==> config.mk <==
export PLATFORM = sky130hd
export DESIGN_NAME = video_compositor
export DESIGN_NICKNAME = d
export VERILOG_FILES = /design/src/rtl/video_pkg.sv /design/src/rtl/sync_delay_line.sv /design/src/rtl/video_compositor.sv
export SDC_FILE = /design/constraint.sdc
export NUM_CORES = 1
export LEC_CHECK = 0
export CAP_MARGIN = 15
export CELL_PAD_IN_SITES_DETAIL_PLACEMENT = 1
export CELL_PAD_IN_SITES_GLOBAL_PLACEMENT = 1
export CORE_ASPECT_RATIO = 0.6
export CORE_MARGIN = 3
export CORE_UTILIZATION = 43
export CTS_BUF_LIST = sky130_fd_sc_hd__clkbuf_16
export CTS_CLUSTER_SIZE = 20
export DETAILED_ROUTE_END_ITERATION = 12
export GPL_ROUTABILITY_DRIVEN = 0
export PLACE_DENSITY_LB_ADDON = 0.1
export SYNTH_ARGS = -nofsm -noshare
export SYNTH_HDL_FRONTEND = slang
export SYNTH_HIERARCHICAL = 1
export SYNTH_SLANG_ARGS = --single-unit
==> constraint.sdc <==
create_clock -name clk_in -period 8.1 [get_ports clk_in]
set_input_delay 1.62 -clock clk_in [delete_from_list [all_inputs] [get_ports clk_in]]
set_output_delay 1.62 -clock clk_in [all_outputs]
set_load 0.1 [all_outputs]
==> src/rtl/video_pkg.sv <==
// Shared types and constants for the video compositor and layer generators.
package video_pkg;

  typedef logic [11:0] rgb444_t;

  localparam rgb444_t TRANSPARENT_RGB = 12'h000;
  localparam int LEVEL_BITS = 4;
  localparam logic [LEVEL_BITS-1:0] LEVEL_FULL = 4'd8;

  typedef enum logic [1:0] {
    IDLE,
    FADE_OUT,
    FADE_IN
  } fade_state_t;

endpackage

==> src/rtl/sync_delay_line.sv <==
// Parameterised-depth shift register with a configurable reset value, used to
// realign timing signals with the layer generators' pipeline delay.
module sync_delay_line #(
  parameter int DEPTH = 4,
  parameter int WIDTH = 1,
  parameter logic [WIDTH-1:0] RESET_VAL = '1
) (
  input  logic             clk_in,
  input  logic             rst_n_in,
  input  logic [WIDTH-1:0] d,
  output logic [WIDTH-1:0] q
);

  logic [WIDTH-1:0] taps [DEPTH];

  always_ff @(posedge clk_in or negedge rst_n_in) begin
    if (!rst_n_in) begin
      for (int i = 0; i < DEPTH; i++) taps[i] <= RESET_VAL;
    end else begin
      taps[0] <= d;
      for (int i = 1; i < DEPTH; i++) taps[i] <= taps[i-1];
    end
  end

  assign q = taps[DEPTH-1];

endmodule

==> src/rtl/video_compositor.sv <==
// Final display stage: realigns sync/blank, merges three RGB444 layers by
// priority and applies a frame-synchronous global brightness fade.
module video_compositor
  import video_pkg::*;
#(
  parameter int SYNC_DELAY       = 4,
  parameter int FADE_STEP_FRAMES = 4
) (
  input  logic        clk_in,
  input  logic        rst_n_in,
  input  logic        hsync_in,
  input  logic        vsync_in,
  input  logic        blank_in,
  input  logic [11:0] bg_pixel_in,
  input  logic [11:0] board_pixel_in,
  input  logic [11:0] overlay_pixel_in,
  input  logic        fade_req_in,
  input  logic        fade_dir_in,
  output logic        fade_busy_out,
  output logic [3:0]  level_out,
  output logic [11:0] rgb_out,
  output logic        hsync_out,
  output logic        vsync_out
);

  localparam int CNT_W = (FADE_STEP_FRAMES > 1) ? $clog2(FADE_STEP_FRAMES) : 1;
  localparam logic [CNT_W-1:0] CNT_LAST = CNT_W'(FADE_STEP_FRAMES - 1);

  function automatic rgb444_t select_layer(input rgb444_t overlay, input rgb444_t board,
                                           input rgb444_t bg);
    if (overlay != TRANSPARENT_RGB)    return overlay;
    else if (board != TRANSPARENT_RGB) return board;
    else                               return bg;
  endfunction

  // Per-channel (c * level) >> 3 with truncation; level 8 is unity gain.
  function automatic rgb444_t scale_rgb(input rgb444_t pix, input logic [LEVEL_BITS-1:0] lvl);
    logic [7:0] prod;
    scale_rgb = '0;
    for (int ch = 0; ch < 3; ch++) begin
      prod = {4'b0, pix[ch*4 +: 4]} * {4'b0, lvl};
      scale_rgb[ch*4 +: 4] = 4'(prod >> 3);
    end
  endfunction

  logic [2:0] sync_p0;
  logic       hsync_p0, vsync_p0, blank_p0;
  logic       hsync_p1, vsync_p1, blank_p1;
  rgb444_t    pix_p1;
  logic       vsync_prev;
  logic       frame_tick;

  fade_state_t             state;
  logic [LEVEL_BITS-1:0]   level;
  logic [CNT_W-1:0]        frame_cnt;

  sync_delay_line #(
    .DEPTH     (SYNC_DELAY),
    .WIDTH     (3),
    .RESET_VAL (3'b111)
  ) u_sync_dly (
    .clk_in   (clk_in),
    .rst_n_in (rst_n_in),
    .d        ({hsync_in, vsync_in, blank_in}),
    .q        (sync_p0)
  );

  assign {hsync_p0, vsync_p0, blank_p0} = sync_p0;
  assign frame_tick = vsync_prev & ~vsync_p0;
  assign level_out  = level;

  // Stage 1: layer priority select, timing signals follow
  always_ff @(posedge clk_in or negedge rst_n_in) begin
    if (!rst_n_in) begin
      hsync_p1   <= 1'b1;
      vsync_p1   <= 1'b1;
      blank_p1   <= 1'b1;
      vsync_prev <= 1'b1;
      pix_p1     <= TRANSPARENT_RGB;
    end else begin
      hsync_p1   <= hsync_p0;
      vsync_p1   <= vsync_p0;
      blank_p1   <= blank_p0;
      vsync_prev <= vsync_p0;
      pix_p1     <= select_layer(overlay_pixel_in, board_pixel_in, bg_pixel_in);
    end
  end

  // Stage 2: brightness scaling and blanking
  always_ff @(posedge clk_in or negedge rst_n_in) begin
    if (!rst_n_in) begin
      hsync_out <= 1'b1;
      vsync_out <= 1'b1;
      rgb_out   <= '0;
    end else begin
      hsync_out <= hsync_p1;
      vsync_out <= vsync_p1;
      rgb_out   <= blank_p1 ? 12'h000 : scale_rgb(pix_p1, level);
    end
  end

  always_ff @(posedge clk_in or negedge rst_n_in) begin
    if (!rst_n_in) begin
      state         <= IDLE;
      level         <= LEVEL_FULL;
      frame_cnt     <= '0;
      fade_busy_out <= 1'b0;
    end else begin
      case (state)
        IDLE: begin
          if (fade_req_in && fade_dir_in && level != '0) begin
            state         <= FADE_OUT;
            frame_cnt     <= '0;
            fade_busy_out <= 1'b1;
          end else if (fade_req_in && !fade_dir_in && level < LEVEL_FULL) begin
            state         <= FADE_IN;
            frame_cnt     <= '0;
            fade_busy_out <= 1'b1;
          end
        end
        FADE_OUT: begin
          if (frame_tick) begin
            if (frame_cnt == CNT_LAST) begin
              frame_cnt <= '0;
              level     <= level - 1'b1;
              if (level == 4'd1) begin
                state         <= IDLE;
                fade_busy_out <= 1'b0;
              end
            end else begin
              frame_cnt <= frame_cnt + 1'b1;
            end
          end
        end
        FADE_IN: begin
          if (frame_tick) begin
            if (frame_cnt == CNT_LAST) begin
              frame_cnt <= '0;
              level     <= level + 1'b1;
              if (level == LEVEL_FULL - 4'd1) begin
                state         <= IDLE;
                fade_busy_out <= 1'b0;
              end
            end else begin
              frame_cnt <= frame_cnt + 1'b1;
            end
          end
        end
        default: begin
          state         <= IDLE;
          fade_busy_out <= 1'b0;
        end
      endcase
    end
  end

endmodule

======== Word-level counts from Yosys, hierarchy flattened ========
Index checks and enable logic that the tools add are counted.
W data, S select, Z words.
storage, ports and cells
  register bits after elaboration ......... 50
  logic and storage cells ................. 83
cells by class
  reductions and logical operators ........ 15
  multiplexer cells ....................... 31
  order comparisons ....................... 1
  $add $sub $neg .......................... 3
  multipliers ............................. 3
  eq/ne operators ......................... 13
  bitwise gates (word level) .............. 2
operator list
  operator               number
  $mux W12               3
  $mux W2                12
  $reduce_bool A12 Y1    2
  $mul A4 B4 Y7          3
  $mux W4                4
  $ne A2 B2 Y1 const B   6
  $mux W1                8
  $pmux W4 S2            1
  $reduce_and A7 Y1      1
  $pmux W2 S3            1
  $reduce_and A5 Y1      1
  $add A4 B1 Y4 const B  1
  $eq A2 B2 Y1 const B   2
  $eq A4 B1 Y1 const B   1
  $eq A4 B3 Y1 const B   1
  $logic_and A1 B1 Y1    4
  $lt A4 B4 Y1 const B   1
  $pmux W2 S2            1
  $reduce_bool A2 Y1     2
  $reduce_bool A4 Y1     1
  $sub A4 B1 Y4 const B  1
  $ne A3 B3 Y1 const B   1
  $pmux W1 S3            1
  $reduce_and A3 Y1      1
  other kinds (8)        8

======== Longest topological paths before layout ========
Gate-level depths: netlist of the first run.
  depth after elaboration ................. 6
  depth in mapped cells ................... 12
  mapped depth without buffers ............ 10

======== Hierarchy ========
The synthesis of the first run kept the hierarchy.
by module, submodules not included
  module            times used  sequential area each (µm²)  area each (µm²)  cells each
  video_compositor  1           958.4                       2670.1           257
  sync_delay_line   1           315.3                       337.8            15

======== Least setup slack after synthesis of the first run ========
OpenSTA, ideal clock, no wires.
  path kind ............................... reg-to-reg
  from .................................... register level[2], in the netlist level_out[2]
  to ...................................... register rgb_out[3]
  setup time .............................. 0.132 ns
  data arrival time ....................... 3.576 ns
  path slack .............................. 4.392 ns
  cell stages (with the launch flop) ...... 12
  path buffers ............................ 2
  data required time ...................... 7.968 ns
  cell sequence ........................... dfrtp_1 buf_2 clkbuf_1 nand2_1 fa_1 inv_1 fa_1 fa_1 a21o_1 a21oi_1 xnor2_1 nor2_1
between the ends
  cells in the longest elaborated chain, start to end .. 2
ends and longest elaborated chain
  what                      RTL line                 text
  start: declaration        video_compositor.sv:54   logic [LEVEL_BITS-1:0] level;
  start signal: assignment  video_compositor.sv:125  level <= level - 1'b1;
  start signal: assignment  video_compositor.sv:139  level <= level + 1'b1;
  $mul A4 B4 Y7             video_compositor.sv:41   prod = {4'b0, pix[ch*4 +: 4]} * {4'b0, lvl};
  $mux W12                  video_compositor.sv:98   rgb_out <= blank_p1 ? 12'h000 : scale_rgb(pix_p1, level);
  end signal: assignment    video_compositor.sv:98
  end: declaration          video_compositor.sv:21   output logic [11:0] rgb_out,
Every way passes these cells.
A chain may end at the register's enable or synchronous reset.

======== Final worst setup path of the first run ========
  from .................................... register level[2], in the netlist level_out[2]
  to ...................................... output level_out[2]
RTL lines
  what              RTL line                text
  end: declaration  video_compositor.sv:20  output logic [3:0] level_out,
No word-level cell between the ends.

==> results of run 1 <==
-- cell usage in the layout (no fill, tap or decap), types with 2 or more instances in the layout --
cell type and n:
dfrtp_1 32, nor2b_1 5, o21bai_1 3, xnor2_1 17, mux2i_1 2, nand4b_1 2
o21ai_0 8, clkdlybuf4s50_1 60, a21o_1 7, a21oi_1 7, nand2_1 17, dfstp_2 18
and2_1 25, ha_1 31, inv_1 17, nor4_1 5, fa_1 12, nand3_1 6
o22ai_1 2, clkbuf_16 5, nor2_1 16, a221o_1 9, inv_6 2, nand4_1 5
xor2_1 2
-- synth_stat cells (2+ instances only) --
master,count
o22ai_1,2
nand3_1,6
nand4b_1,2
a21o_1,7
nor2_1,16
xnor2_1,17
ha_1,31
nand4_1,5
nand2_1,17
dfstp_2,18
nor2b_1,5
mux2i_1,2
fa_1,12
buf_2,3
nor4_1,5
buf_4,3
inv_1,17
a21oi_1,7
clkbuf_1,4
dfrtp_1,32
xor2_1,2
o21bai_1,3
o21ai_0,8
a221o_1,9
and2_1,25
-- sequential cells by signal, summed over array words and instances (netlist names) --
register / cells
level_out: 4
fade_busy_out: 1
pix_p1: 12
rgb_out: 12
blank_p1: 1
u_sync_dly/q: 3
vsync_out: 1
state: 2
hsync_out: 1
vsync_prev: 1
hsync_p1: 1
u_sync_dly/taps: 9
frame_cnt: 2
-- cells by family after synthesis --
logic type                 after synthesis  share of synthesized area
AOI/OAI and AO/OA                       40                     0.0944
xor gates and xnor gates                19                     0.0553
adders and majority gates               43                      0.209
buffers and inverters                   28                     0.0424
DFF                                     50                      0.423
muxes                                    2                    0.00666
and+or+nand+nor                         90                      0.169
-- power by group through the flow --
stage | Clock (mW) | Combinational (mW) | Sequential [mW]
global placement | 0 | 0.813 | 0.377
global route | 0.237 | 0.919 | 0.390
finish | 0.219 | 0.848 | 0.379
detailed placement | 0 | 0.837 | 0.383
CTS | 0.226 | 0.855 | 0.379
floorplan | 0 | 0.415 | 0.589
-- final timing paths --
| kind | cells past startpoint | slack, ps | to | start |
|---|---|---|---|---|
| max | 1 | 4150 | level_out[2] | level_out[2] |
| min | 0 | 360 | u_sync_dly/taps[7] | u_sync_dly/taps[10] |
| max reg2reg | 9 | 4790 | rgb_out[7] | level_out[2] |
| min reg2reg | 0 | 360 | u_sync_dly/taps[7] | u_sync_dly/taps[10] |
| max in group asynchronous | 2 | 6250 | rgb_out[4] | rst_n_in |
| min in group asynchronous | 2 | 1400 | state[1] | rst_n_in |
-- per-layer routing --
| metal | vias to the layer above | share of wire | GRT usage |
|---|---|---|---|
| li1 | 1050 | - | - |
| met1 | 1113 | 0.48 | 0.273 |
| met2 | 52 | 0.46 | 0.306 |
| met3 | 7 | 0.051 | 0.0487 |
| met4 | 0 | 0.0075 | 0.0514 |
| met5 | - | 0 | 0 |
-- per-stage QoR --
step                      instances  area [µm²]  utilization  hold WS, ps  total power, mW
after floorplan                 272        3010            -          345             1.00
after global placement          407        3660        0.569          346             1.19
after detailed placement        407        3660        0.569          347             1.22
after CTS                       415        3810        0.592          358             1.46
after global routing            415        3810        0.592          362             1.55
final                           415        3810        0.592          357             1.45
-- layout make-up --
cell class | instances | area [µm²] | share of cell area
multi-input combinational | 194 | 1610 | 0.421
sequential | 50 | 1270 | 0.334
timing repair buffer | 62 | 613 | 0.161
clock buffer | 5 | 125 | 0.0328
tap | 84 | 105 | 0.0276
inverter | 17 | 63.8 | 0.0167
clock inverter | 3 | 26.3 | 0.00689
==> metrics, run 1 <==
Finish-stage setup viols 0; HP Class flop to flop; cells along the critical path clkdlybuf4s50_1; cell types with the largest area share after synthesis dfrtp_1, dfstp_2, ha_1; final WL 7.48 mm; die outline area 0.00807 mm²; Chip Height 70.8 µm; Starting Density 0.467; leakage power figure 1.73 nW; internal power summed over all cells 726 µW; crit share post-route 0.487; unrepaired setup endpoints after global routing false; number of antenna-violating nets in the routed design 0; cell taking the most area after synthesis dfrtp_1; switching share of total power 0.498; root buf cell clkbuf_16; WP data arrival 2330 ps; number of buffers inserted during clock tree synthesis 5; largest driver fanout on the critical path 19; CTS tree done; type of the worst setup path flop to primary output; clock period minus worst slack 3950 ps; Clock power frac 0.152; Initial DRC Count 99; Fin. Hold Viols 0; clock-pin slew of the registers on the worst-case setup and hold paths 70 ps; Die X-Extent 114 µm; largest stage delay on the critical path 1260 ps; top-level I/O count 62; overflow left after global routing 0; Distinct cells, synth 39; share of synthesized registers carrying an async set or reset 1.00; first drt pass iteration count 4; largest net degree at the start of global routing 51; Slew headroom 0.343; worst setup slack after placement 4460 ps; detailed-route DRC error count 0; synthesis warning total 6; initial antenna violation count 0; Clock Sinks 50; worst vdd ir 295 µV; Power per Cell Area 379 mW/mm²; Syn Inst Count 272; data required time of the worst path 6480 ps; Final Worst Setup Slack 4150 ps; share of Yosys cell area claimed by the top area cell type 0.266; most instantiated flip-flop cell in the synthesis netlist dfrtp_1; proportion of power drawn by flip-flops and latches 0.262; register area share after synthesis 0.423; total of max-cap violations 0; maximum root-to-sink buffer count 2; Critical Path Slowest Stage Cell clkdlybuf4s50_1; wire per inst 18.0 µm; ant diodes 0; setup TNS 0 ps; number of buffers inserted by port buffering 61; transition time at the pin with the least slew margin 982 ps; number of gates given a new drive strength after cts 0; setup skew after layout 5.97 ps; wire length of the first global-routing pass 12.2 mm; kind of cell adding the most delay to the critical path buffers and inverters; combined buffer and inverter count along the critical path 1; nets 416; relative contribution of combinational cells to total power 0.586; Clock H-tree levels 2; number of enable flip-flop cells after synthesis 0; core outline area 0.00644 mm²; overall via count from detail_route 2222; Peak Freq 253 MHz; number of max-slew violations in the final report 0; Post-Syn Area per Cell 11.1 µm²; cts-stage hold buffer count 0; synthesis-stage register bit count 50; Synth Cell Area 0.00301 mm²; capturing element type of the critical path primary output; clock latency of the later-clocked register in the worst-skew pair 300 ps; Fillers 700; overall track demand over capacity in global routing 0.195; result of the run complete, no violations; synthesis-to-finish area growth 26.8%; Setup Buffers After CTS 0; via count of the first global-routing pass 2409; detailed-route vias per instance 5.35; ratio of cells with drive above 1 in the final layout 0.0997; Placement Rows 22; net count after synthesis 358; switching power 721 µW; estimated wirelength of the detail-placed design 5.66 mm; launching element type of the critical path flop
No activity file was read; power rests on OpenSTA's default activity.
==> run 2, diff against run 1 <==
--- a/config.mk
+++ b/config.mk
@@ -10,7 +10,7 @@
 export CELL_PAD_IN_SITES_GLOBAL_PLACEMENT = 1
 export CORE_ASPECT_RATIO = 0.6
 export CORE_MARGIN = 3
-export CORE_UTILIZATION = 43
+export CORE_UTILIZATION = 36
 export CTS_BUF_LIST = sky130_fd_sc_hd__clkbuf_16
 export CTS_CLUSTER_SIZE = 20
 export DETAILED_ROUTE_END_ITERATION = 12
==> constraint.sdc (replaced) <==
create_clock -name clk_in -period 3.59 [get_ports clk_in]
set_input_delay 0.718 -clock clk_in [delete_from_list [all_inputs] [get_ports clk_in]]
set_output_delay 0.718 -clock clk_in [all_outputs]
set_load 0.1 [all_outputs]
==> run 2 against run 1 <==
Effect of this change:
- count of clock-buffer cells in the layout did not move
- die area rose by 18%
- routed wire length fell by 1.6%
- via count fell by 1.2%
- register-to-register slack got worse by 4300 ps
- global-route usage fell by 3.0 points
- sequential cell count did not move
- hold slack barely moved
- clock power rose by 130%
- sequential power rose by 130%
- critical path depth rose by 8
- power rose by 120%
==> metrics, run 2 (same netlist as run 1, synthesis figures left out) <==
result of the run complete, no violations; Finish-stage setup viols 0 (unchanged); total of max-cap violations 0 (unchanged); Most Frequent Cell on Critical Path fa_1; Setup Buffers After CTS 0 (unchanged); HP Class flop to flop; number of gates given a new drive strength after cts 0 (unchanged); count of cells along the worst register-to-register path 9 (unchanged); first drt pass iteration count 4 (unchanged); unrepaired setup endpoints after global routing false; worst vdd ir 378 µV (+28%); initial antenna violation count 0 (unchanged); Slew headroom 0.343 (about the same); data required time of the worst path 3770 ps (-2710 ps); largest registers pix_p1 x12, rgb_out x12, u_sync_dly/taps x9; core outline area 0.00801 mm² (+24%); destination of the critical timing path rgb_out[7]; Seq. cell area 0.00128 mm² (+0.39%); Worst Hold Margin 357 ps (-0.377 ps); cells along the critical path nand2_1 > fa_1 > inv_1 > fa_1 > fa_1 > a21o_1 > a21oi_1 > xnor2_1 > nor2_1; type of the worst setup path flop to flop; Peak Freq 319 MHz; worst setup slack after placement 425 ps (-4040 ps); maximum root-to-sink buffer count 2 (unchanged); overall via count from detail_route 2195 (-1.2%); commonest non-fill, non-tap cells in the layout clkdlybuf4s50_1, ha_1, dfrtp_1, and2_1; number of max-slew violations in the final report 0 (unchanged); largest net degree at the start of global routing 30 (-41%); via count of the first global-routing pass 2378 (-1.3%); Die X-Extent 124 µm (+8.8%); launching element type of the critical path flop; wire per inst 16.7 µm (-7.2%); ant diodes 0 (unchanged); capturing element type of the critical path flop; largest stage delay on the critical path 740 ps (-520 ps); number of buffers inserted by port buffering 61 (unchanged); clock-pin slew of the registers on the worst-case setup and hold paths 70 ps (about the same); endpoint of the worst register-to-register path rgb_out[7]; largest driver fanout on the critical path 19 (unchanged); die outline area 0.00952 mm² (+18%); estimated wirelength of the detail-placed design 5.71 mm (+0.87%); setup skew after layout 3.50 ps (-2.48 ps); cts-stage hold buffer count 0 (unchanged); logic depth of the worst path, buffers included 9 (+8); transition time at the pin with the least slew margin 982 ps (-0.187 ps); wire length of the first global-routing pass 12.1 mm (-1.1%); clock latency of the later-clocked register in the worst-skew pair 300 ps (about the same); worst reg2reg setup slack 460 ps (-4330 ps); root buf cell clkbuf_16; Clock Sinks 50 (unchanged); combined buffer and inverter count along the critical path 1 (unchanged); final cell utilization of the core 0.480 (-0.112); Fin. Hold Viols 0 (unchanged); overall track demand over capacity in global routing 0.166 (-0.0297); dpl cell area 0.00369 mm² (+0.82%); ratio of cells with drive above 1 in the final layout 0.120 (+0.0208); most common library cell in the layout ignoring fill and taps clkdlybuf4s50_1; startpoint of the worst setup timing path level_out[3]; Chip Height 76.8 µm (+8.5%); Fillers 897 (+28%); final WL 7.36 mm (-1.6%); setup TNS 0 ps (unchanged); number of antenna-violating nets in the routed design 0 (unchanged); worst flop-to-flop path startpoint level_out[3]; area occupied by multi-input gates 0.00161 mm² (unchanged); synthesis-to-finish area growth 27.8%; Critical Path Slowest Stage Cell dfstp_4; number of buffers inserted during clock tree synthesis 5 (unchanged); nets 417 (+0.24%); crit share post-route 0.873; detailed-route vias per instance 4.99 (-6.8%); detailed-route DRC error count 0 (unchanged); Final Worst Setup Slack 456 ps (-3700 ps); clock period minus worst slack 3130 ps; WP data arrival 3310 ps (+980 ps); Clock H-tree levels 2 (unchanged); leakage power figure 1.74 nW (+0.55%); CTS tree done; Placement Rows 25 (+14%); Initial DRC Count 70 (-29%); Starting Density 0.376 (-0.0914); final design area excluding fillers 0.00384 mm² (+0.79%); Power per Cell Area 842 mW/mm² (+120%); overflow left after global routing 0 (unchanged); kind of cell adding the most delay to the critical path adder cells; top-level I/O count 62 (unchanged)
[run 2: cell type report]
| type | count | area share |
|---|---|---|
| clock buffers | 5 | 0.0326 |
| clock inverters | 3 | 0.00684 |
| inverters | 17 | 0.0166 |
| multi-input cells | 194 | 0.418 |
| flip-flops and latches | 50 | 0.333 |
| well taps | 108 | 0.0352 |
| repair buffers | 63 | 0.158 |
[run 2: through the flow]
step | power [mW] | instances
after floorplan | 2.27 | 272
after global placement | 2.72 | 432
after detailed placement | 2.76 | 432
after CTS | 3.28 | 440
after global routing | 3.50 | 440
final | 3.24 | 440
[run 2: power breakdown]
| group | switching (mW) | leakage (nW) | internal (mW) |
|---|---|---|---|
| registers | 0.167 | 0.587 | 0.694 |
| logic | 1.21 | 1.08 | 0.674 |
| clock network | 0.229 | 0.0748 | 0.265 |
| total | 1.60 | 1.74 | 1.63 |
[run 2: how the worst min path moves through the flow]
stage                              startpoint                 end  slack (ps)  cells past startpoint
after floorplan                      hsync_p1           hsync_out         350                      0
after global placement     u_sync_dly/taps[6]  u_sync_dly/taps[3]         350                      0
after detailed placement  u_sync_dly/taps[10]  u_sync_dly/taps[7]         350                      0
after CTS                 u_sync_dly/taps[10]  u_sync_dly/taps[7]         360                      0
after global routing          u_sync_dly/q[2]            hsync_p1         360                      0
final                     u_sync_dly/taps[10]  u_sync_dly/taps[7]         360                      0
[run 2: routing by layer]
metal | track usage | vias up | part of all wire
li1 | - | 1049 | -
met1 | 0.248 | 1115 | 0.52
met2 | 0.244 | 23 | 0.44
met3 | 0.0368 | 8 | 0.028
met4 | 0.0361 | 0 | 0.0088
met5 | 0 | - | 0
